`src/rtl/k_alu_mc.sv`:
```
// Multi-cycle ALU: single-cycle logic/arith ops, iterative shift-add multiply and restoring divide.
// Single-cycle ops complete one cycle after start; MUL/MULHU/DIVU/REMU take WIDTH+2 cycles.
module k_alu_mc #(
  parameter int WIDTH = 32
) (
  input  logic             clk,
  input  logic             rst_n,
  input  logic             start,
  input  logic [4:0]       sel,
  input  logic [WIDTH-1:0] A,
  input  logic [WIDTH-1:0] B,
  output logic [WIDTH-1:0] res,
  output logic             busy,
  output logic             done,
  output logic             zero,
  output logic             dz,
  output logic             illegal
);
  localparam int SHW = $clog2(WIDTH);
  localparam logic [SHW:0] CNT_ONE  = {{SHW{1'b0}}, 1'b1};
  localparam logic [SHW:0] CNT_INIT = (SHW+1)'(WIDTH);

  typedef enum logic [1:0] {IDLE, RUN, FIN} state_t;

  state_t             state;
  logic               op_div;
  logic               op_hi;
  logic [WIDTH-1:0]   opb;
  logic [2*WIDTH-1:0] acc;
  logic [SHW:0]       cnt;

  logic [SHW-1:0]     sh;
  logic [WIDTH-1:0]   pop;
  logic [WIDTH-1:0]   imm_res;
  logic               imm_dz;
  logic               imm_ill;
  logic               is_multi;
  logic               go_run;

  assign sh       = B[SHW-1:0];
  assign is_multi = (sel[4:2] == 3'b100);
  assign go_run   = is_multi && !(sel[1] && (B == '0));

  always_comb begin
    pop = '0;
    for (int i = 0; i < WIDTH; i++) begin
      pop = pop + {{(WIDTH-1){1'b0}}, A[i]};
    end
  end

  always_comb begin
    imm_res = '0;
    imm_dz  = 1'b0;
    imm_ill = 1'b0;
    case (sel)
      5'd0:  imm_res = A + B;
      5'd1:  imm_res = A - B;
      5'd2:  imm_res = {{(WIDTH-1){1'b0}}, ($signed(A) < $signed(B))};
      5'd3:  imm_res = {{(WIDTH-1){1'b0}}, ($signed(A) > $signed(B))};
      5'd4:  imm_res = A & B;
      5'd5:  imm_res = A | B;
      5'd6:  imm_res = A ^ B;
      5'd7:  imm_res = ~A;
      5'd8:  imm_res = ~(A | B);
      5'd9:  imm_res = B << (WIDTH/2);
      5'd10: imm_res = A << sh;
      5'd11: imm_res = A >> sh;
      5'd12: imm_res = $unsigned($signed(A) >>> sh);
      5'd13: imm_res = A + WIDTH'(4);
      5'd14: imm_res = A - WIDTH'(4);
      5'd15: imm_res = pop;
      // Only reachable here for divide by zero; multiplies always go to RUN.
      5'd18: begin imm_res = '1; imm_dz = 1'b1; end
      5'd19: begin imm_res = A;  imm_dz = 1'b1; end
      5'd16, 5'd17: imm_res = '0;
      default: imm_ill = 1'b1;
    endcase
  end

  // One iteration of shift-add multiply (B in acc low half, product builds from the top)
  // or restoring divide (remainder in acc high half, dividend/quotient in low half).
  logic [WIDTH:0]     mul_sum;
  logic [WIDTH:0]     div_rs;
  logic [WIDTH:0]     div_diff;
  logic [2*WIDTH-1:0] acc_nxt;

  always_comb begin
    mul_sum  = {1'b0, acc[2*WIDTH-1:WIDTH]} + (acc[0] ? {1'b0, opb} : '0);
    div_rs   = {acc[2*WIDTH-1:WIDTH], acc[WIDTH-1]};
    div_diff = div_rs - {1'b0, opb};
    if (!op_div)
      acc_nxt = {mul_sum, acc[WIDTH-1:1]};
    else if (div_diff[WIDTH])
      acc_nxt = {div_rs[WIDTH-1:0], acc[WIDTH-2:0], 1'b0};
    else
      acc_nxt = {div_diff[WIDTH-1:0], acc[WIDTH-2:0], 1'b1};
  end

  always_ff @(posedge clk or negedge rst_n) begin
    if (!rst_n) begin
      state   <= IDLE;
      res     <= '0;
      busy    <= 1'b0;
      done    <= 1'b0;
      zero    <= 1'b0;
      dz      <= 1'b0;
      illegal <= 1'b0;
      cnt     <= '0;
      acc     <= '0;
      opb     <= '0;
      op_div  <= 1'b0;
      op_hi   <= 1'b0;
    end else begin
      done <= 1'b0;
      case (state)
        IDLE: begin
          if (start) begin
            if (go_run) begin
              op_div <= sel[1];
              op_hi  <= sel[0];
              opb    <= sel[1] ? B : A;
              acc    <= {{WIDTH{1'b0}}, (sel[1] ? A : B)};
              cnt    <= CNT_INIT;
              busy   <= 1'b1;
              state  <= RUN;
            end else begin
              res     <= imm_res;
              zero    <= (imm_res == '0);
              dz      <= imm_dz;
              illegal <= imm_ill;
              done    <= 1'b1;
            end
          end
        end
        RUN: begin
          acc <= acc_nxt;
          cnt <= cnt - CNT_ONE;
          if (cnt == CNT_ONE) state <= FIN;
        end
        FIN: begin
          res     <= op_hi ? acc[2*WIDTH-1:WIDTH] : acc[WIDTH-1:0];
          zero    <= ((op_hi ? acc[2*WIDTH-1:WIDTH] : acc[WIDTH-1:0]) == '0);
          dz      <= 1'b0;
          illegal <= 1'b0;
          busy    <= 1'b0;
          done    <= 1'b1;
          state   <= IDLE;
        end
        default: state <= IDLE;
      endcase
    end
  end
endmodule

```
`config.mk`:
```
export PLATFORM = sky130hd
export DESIGN_NAME = k_alu_mc
export DESIGN_NICKNAME = d
export VERILOG_FILES = /design/src/rtl/k_alu_mc.sv
export SDC_FILE = /design/constraint.sdc
export NUM_CORES = 1
export LEC_CHECK = 0
export CAP_MARGIN = 20
export CORE_MARGIN = 2
export CORE_UTILIZATION = 50
export CTS_CLUSTER_DIAMETER = 120
export DETAILED_ROUTE_END_ITERATION = 12
export PLACE_DENSITY_LB_ADDON = 0.08
export SYNTH_ARGS = -nofsm -noshare
export SYNTH_HDL_FRONTEND = slang
export SYNTH_SLANG_ARGS = --single-unit
```
`constraint.sdc`:
```
create_clock -name clk -period 7.2 [get_ports clk]
set_clock_uncertainty 0.1 [all_clocks]
set_input_delay 1.08 -clock clk [delete_from_list [all_inputs] [get_ports clk]]
set_output_delay 1.08 -clock clk [all_outputs]
set_load 0.03 [all_outputs]
```
After elaboration in Yosys (flattened, before gate mapping)
Cells that the tools add are included.
Storage, ports and cells
  flip-flop bits (word level): 143
  logic and storage cells: 141
  output and inout port bits: 37
  input bits: 72
Operators by class
  order comparisons: 2
  reductions and logical operators: 17
  bitwise operators: 5
  mux-type cells: 37
  eq/ne operators: 27
  add/subtract/negate cells: 38
  shift-type cells: 3
Operators by type and width (count)
  one-hot mux 32 bit (18 select lines): 1
  two-way mux 64 bit: 4
  two-way mux 32 bit: 6
  one-hot mux 64 bit (2 select lines): 1
  zero test 32 bit: 3
  NOT 32 bit: 2
  one-hot mux 32 bit (2 select lines): 1
  == test 5 x 4 -> 1 bit (second input constant): 8
  adder 32 x 32 -> 33 bit: 1
  subtractor 33 x 32 -> 33 bit: 1
  adder 31 x 1 -> 32 bit: 1
  adder 32 x 3 -> 32 bit (second input constant): 1
  adder 32 bit: 1
  bitwise AND 32 bit: 1
  greater-than comparator 32 bit: 1
  less-than comparator 32 bit: 1
  bitwise OR 32 bit: 1
  left shift 32 x 5 -> 32 bit: 1
  >> shifter 32 x 5 -> 32 bit: 1
  >>> shifter 32 x 5 -> 32 bit: 1
  subtractor 32 x 3 -> 32 bit (second input constant): 1
  subtractor 32 bit: 1
  XOR 32 bit: 1
  adder 30 x 1 -> 31 bit: 1
  other kinds (53): 87

Depth between registers and ports, before layout
  word-level depth: 36
  gate-level depth with buffers: 24
  depth with buffers taken out: 23

Worst setup path before layout
Ideal clock, no wire load.
  path type: input to register
  start point: in A[0]
  end point: reg zero
  path buffers: 1
  setup time: 0.092 ns
  setup slack: 0.147 ns
  stages on the path: 24
  arrival time: 6.861 ns
  cells stage by stage: clkbuf_1 inv_1 fa_1 fa_1 inv_1 fa_1 fa_1 fa_1 inv_1 fa_1 inv_1 ha_1 a21o_1 a21oi_1 mux2i_1 and4b_1 o2111ai_1 nor4bb_1 nand4_1 nor4_1 nand4_1 nor3_2 nand4_1 o31ai_2
Between the ends
  longest elaborated chain between the ends: 36
Ends and longest elaborated chain
  start: declaration: line 10  | input logic [WIDTH-1:0] A,
  adder 1 x 1 -> 2 bit: line 47  | pop = pop + {{(WIDTH-1){1'b0}}, A[i]};
  adder 2 x 1 -> 3 bit: line 47
  adder 3 x 1 -> 4 bit: line 47
  adder 4 x 1 -> 5 bit: line 47
  adder 5 x 1 -> 6 bit: line 47
  adder 6 x 1 -> 7 bit: line 47
  adder 7 x 1 -> 8 bit: line 47
  adder 8 x 1 -> 9 bit: line 47
  [20 not listed]
  adder 29 x 1 -> 30 bit: line 47
  adder 30 x 1 -> 31 bit: line 47
  adder 31 x 1 -> 32 bit: line 47
  one-hot mux 32 bit (18 select lines) (*): line 55  | case (sel)
  zero test 32 bit (*): line 128  | zero <= (imm_res == '0);
  two-way mux 1 bit (*): line 118  | if (go_run) begin
  two-way mux 1 bit (*): line 117  | if (start) begin
  one-hot mux 1 bit (2 select lines) (*): line 115  | case (state)
  end signal: assignment: line 128
  end signal: assignment: line 142  | zero <= ((op_hi ? acc[2*WIDTH-1:WIDTH] : acc[WIDTH-1:0]) == '0);
  end: declaration: line 15  | output logic zero,
Mark *: on every way between the ends. The rest lies on a longest branch, timed or not. The select of a mux whose other input is x is not followed.
A chain may end at the register's enable or synchronous reset.

Worst setup path in the final report
  start point: in A[27]
  end point: reg zero
Between the ends
  longest elaborated chain between the ends: 10
Ends and longest elaborated chain (line)
  adder 27 x 1 -> 28 bit: 47
  adder 28 x 1 -> 29 bit: 47
  adder 29 x 1 -> 30 bit: 47
  adder 30 x 1 -> 31 bit: 47
  adder 31 x 1 -> 32 bit: 47
  one-hot mux 32 bit (18 select lines) (*): 55
  zero test 32 bit (*): 128
  two-way mux 1 bit (*): 118
  two-way mux 1 bit (*): 117
  one-hot mux 1 bit (2 select lines) (*): 115
Marks and branches as above.

==> flow_summary.ini <==
[global_routing]
grt-ovfl-total = 0
antenna_found_initial = 4
groute.usage.overall_pct = 45.86
grt_pass1_wl_um = 172300
grt_max_degree = 78
first_global_vias = 25871

[critical_path]
worstSetupPathType = input port to register
crit_slowest_cell = fa_2
crit_start = A[27]
required_ns = 7.46
cp-start-kind = input port
cp_num_buf_inv = 5
arrival_ns = 7.28
r2r_end = acc[32]
crit_path_max_fanout = 2
crit_path_frequent_cell = fa_2
worst-path-stages = 23
rrSetupSlack_ns = 1.97
worstReg2RegStart = acc[31]
crit_chain = buf_2 -> inv_2 -> fa_2 -> fa_2 -> fa_2 -> fa_2 -> fa_2 -> fa_1 -> inv_1 -> ha_2 -> inv_1 -> fa_1 -> nor3_1 -> a221oi_1 -> o21ai_0 -> a2111oi_2 -> nand4_1 -> nor4_2 -> buf_4 -> nand4_1 -> nor3_2 -> nand4_1 -> o31ai_2
cp-end-kind = register
max_stage_delay_ns = 0.63
cp_top_family = adder cells
worst-r2r-cell-count = 16
critical_path.endpoint = zero

[cells_and_area]
synthToLayoutAreaGrowth_pct = 10.58
design_area_um2 = 26820
fin_nets = 3509
drive_above_1_share_pct = 11.48
nFillCells = 4470

[sta]
finalSetupViolCount = 0
worst_pin_slew_ns = 1.223
clock.fmax_ghz = 0.1425
post-route-min-period_ns = 7.020
slew_viol_final = 0
rsz0062_at_grt = true
fin_crit_sh_pct = 97.50
slew_headroom_pct = 17.91
finalHoldViolations = 0
setup_ws_ns = 0.1800

[floorplan]
die_height_um = 224.2
initial_core_util_pct = 50.69
num_io_pins = 109
chipWidth_um = 224.2
rows = 80
die_area_um2 = 50280
core_area_um2 = 47850

[routing]
drtPass1Iterations = 8
ant_nets = 0
routed_wl_um = 118000
viasPerCell = 7.193
via_count = 27641
drt_iter0_drc = 3919
wl_per_cell_um = 30.70
drc = 0

[power_and_ir_drop]
leakage_nw = 11.59
ir_worst_vdd_mv = 0.2507
power_density_nw_per_um2 = 340.1

[synth]
synth_cells = 3169
synthTopCellsByCount = nor2_1 (329), a21oi_1 (254), nand2_1 (244), o21ai_0 (240), ha_1 (198)
ys_top_cells_by_area = dfrtp_1 (15%), ha_1 (10%), mux2i_1 (7.3%)
synth.distinct_cells = 102
ys_seq_area_share_pct = 14.76
synth_edf_count = 0
yosysTopAreaCell = dfrtp_1
ys_seq_elements = 143
yosysWarnings = 0
synthFlopType = dfrtp_1
yosysMostFrequentCell = nor2_1
syn-num-nets = 3468
avgSynthCellArea_um2 = 7.652
synthesis.area_um2 = 24250
yosysTopAreaCellShare_pct = 14.76
postSynth.asyncResetShare_pct = 100.0

[clock_network]
cts_buffers = 17
clockRootBuffer = clkbuf_16
clock-sinks = 143
clkTransAtPathRegs_ns = 0.07
clk_path_buf_depth = 2
h-tree-depth = 4
tritoncts = yes
worstSkewPairLatency_ns = 0.45

[placed_design]
portBuffers = 108
post-place-ws_ns = -0.9167
place_area_um2 = 26130
dp_hpwl_um = 90690
place_congestion = 1.109

[run_status]
status = completed

[flow_run]
max_cap_viol_count = 0

[worst_hold_path]
holdCritPathClass = register to register
metrics by stage:
step           hold WS [ns]  setup TNS [ns]  power [mW]  utilization, %  cells
5_1_grt              0.4239        -0.04567       9.731           56.02   3838
3_3_place_gp         0.3636         -0.9848       7.719           54.61   3799
4_1_cts              0.4053               0       8.850           55.88   3832
6_report             0.3951               0       9.121           56.05   3843
2_1_floorplan        0.3706               0       6.037               -   3169
3_5_place_dp         0.3885         -0.9167       7.874           54.61   3799
flip-flops by register name, indices dropped and copies added, names as in the netlist:
signal,flops
illegal,1
op_div,1
acc,64
busy,1
zero,1
done,1
op_hi,1
cnt,6
dz,1
res,32
state,2
opb,32
power by group:
group	total (mW)	leakage, nW	internal (mW)	switching (mW)
registers	1.64	1.77	1.20	0.443
clock network	0.908	0.294	0.495	0.413
logic	6.57	9.53	2.71	3.87
total	9.12	11.6	4.40	4.72
per-layer routing:
metal	up-vias	part of all wire (%)	GRT usage, %
met5	-	0.011	0
met4	2	7.5	28.86
met3	433	12	11.13
met2	2015	42	68.40
met1	13279	39	59.63
li1	11912	-	-
worst min-delay path by stage:
| stage | cells after the start | endpoint | start |
|---|---|---|---|
| floorplan | 2 | acc[31] | acc[31] |
| global placement | 2 | illegal | illegal |
| detailed placement | 2 | illegal | illegal |
| CTS | 2 | illegal | illegal |
| global route | 2 | illegal | illegal |
| finish | 2 | illegal | illegal |
cell type report:
class	instances	area [um2]	share of cell area (%)
Sequential cell	143	3581	13.35
Inverter	191	720.7	2.687
Multi-Input combinational cell	2599	18970	70.75
Antenna cell	5	12.51	0.04666
Tap cell	615	769.5	2.869
Timing Repair Buffer	258	2165	8.072
Clock inverter	15	170.2	0.6345
Clock buffer	17	425.4	1.586
worst min-delay path, delay by kind of cell (launching register included):
family          cells  cell delay, ns
flops               1            0.35
compound gates      1            0.06
simple gates        1            0.05
logic make-up after synthesis:
| family | after synthesis | synth area share (%) |
|---|---|---|
| xor gates and xnor gates | 97 | 3.503 |
| DFF | 143 | 14.76 |
| AOI/OAI and AO/OA | 1038 | 28.69 |
| muxes | 259 | 13.67 |
| adders and majority gates | 227 | 12.61 |
| buffers and inverters | 427 | 7.590 |
| and+or+nand+nor | 978 | 19.19 |
placed cells by master (no fill, tap or decap), types with 29 or more instances in the layout:
cell / instances
dfrtp_1: 141
xor2_1: 29
a22oi_1: 41
o21bai_1: 30
o211ai_1: 38
inv_1: 165
a21oi_1: 253
nor2_1: 327
nor4_1: 29
a211oi_1: 46
mux4_2: 51
nor3_1: 74
nand2_1: 244
a221o_1: 31
xnor2_1: 68
buf_4: 151
o21ai_0: 240
nand4_1: 34
mux2i_1: 177
a21o_1: 41
nor2b_1: 33
clkdlybuf4s50_1: 85
ha_1: 196
nand2b_1: 34
nand3_1: 68
timing repair:
item | in CTS | in global routing
hold buffers | 0 | 0
buffers inserted | 1 | 5
gates resized for setup | 38 | 51
endpoints found under the setup margin | 1 | 1
pin swaps | 25 | 27
Power figures use the tool's default switching activity.
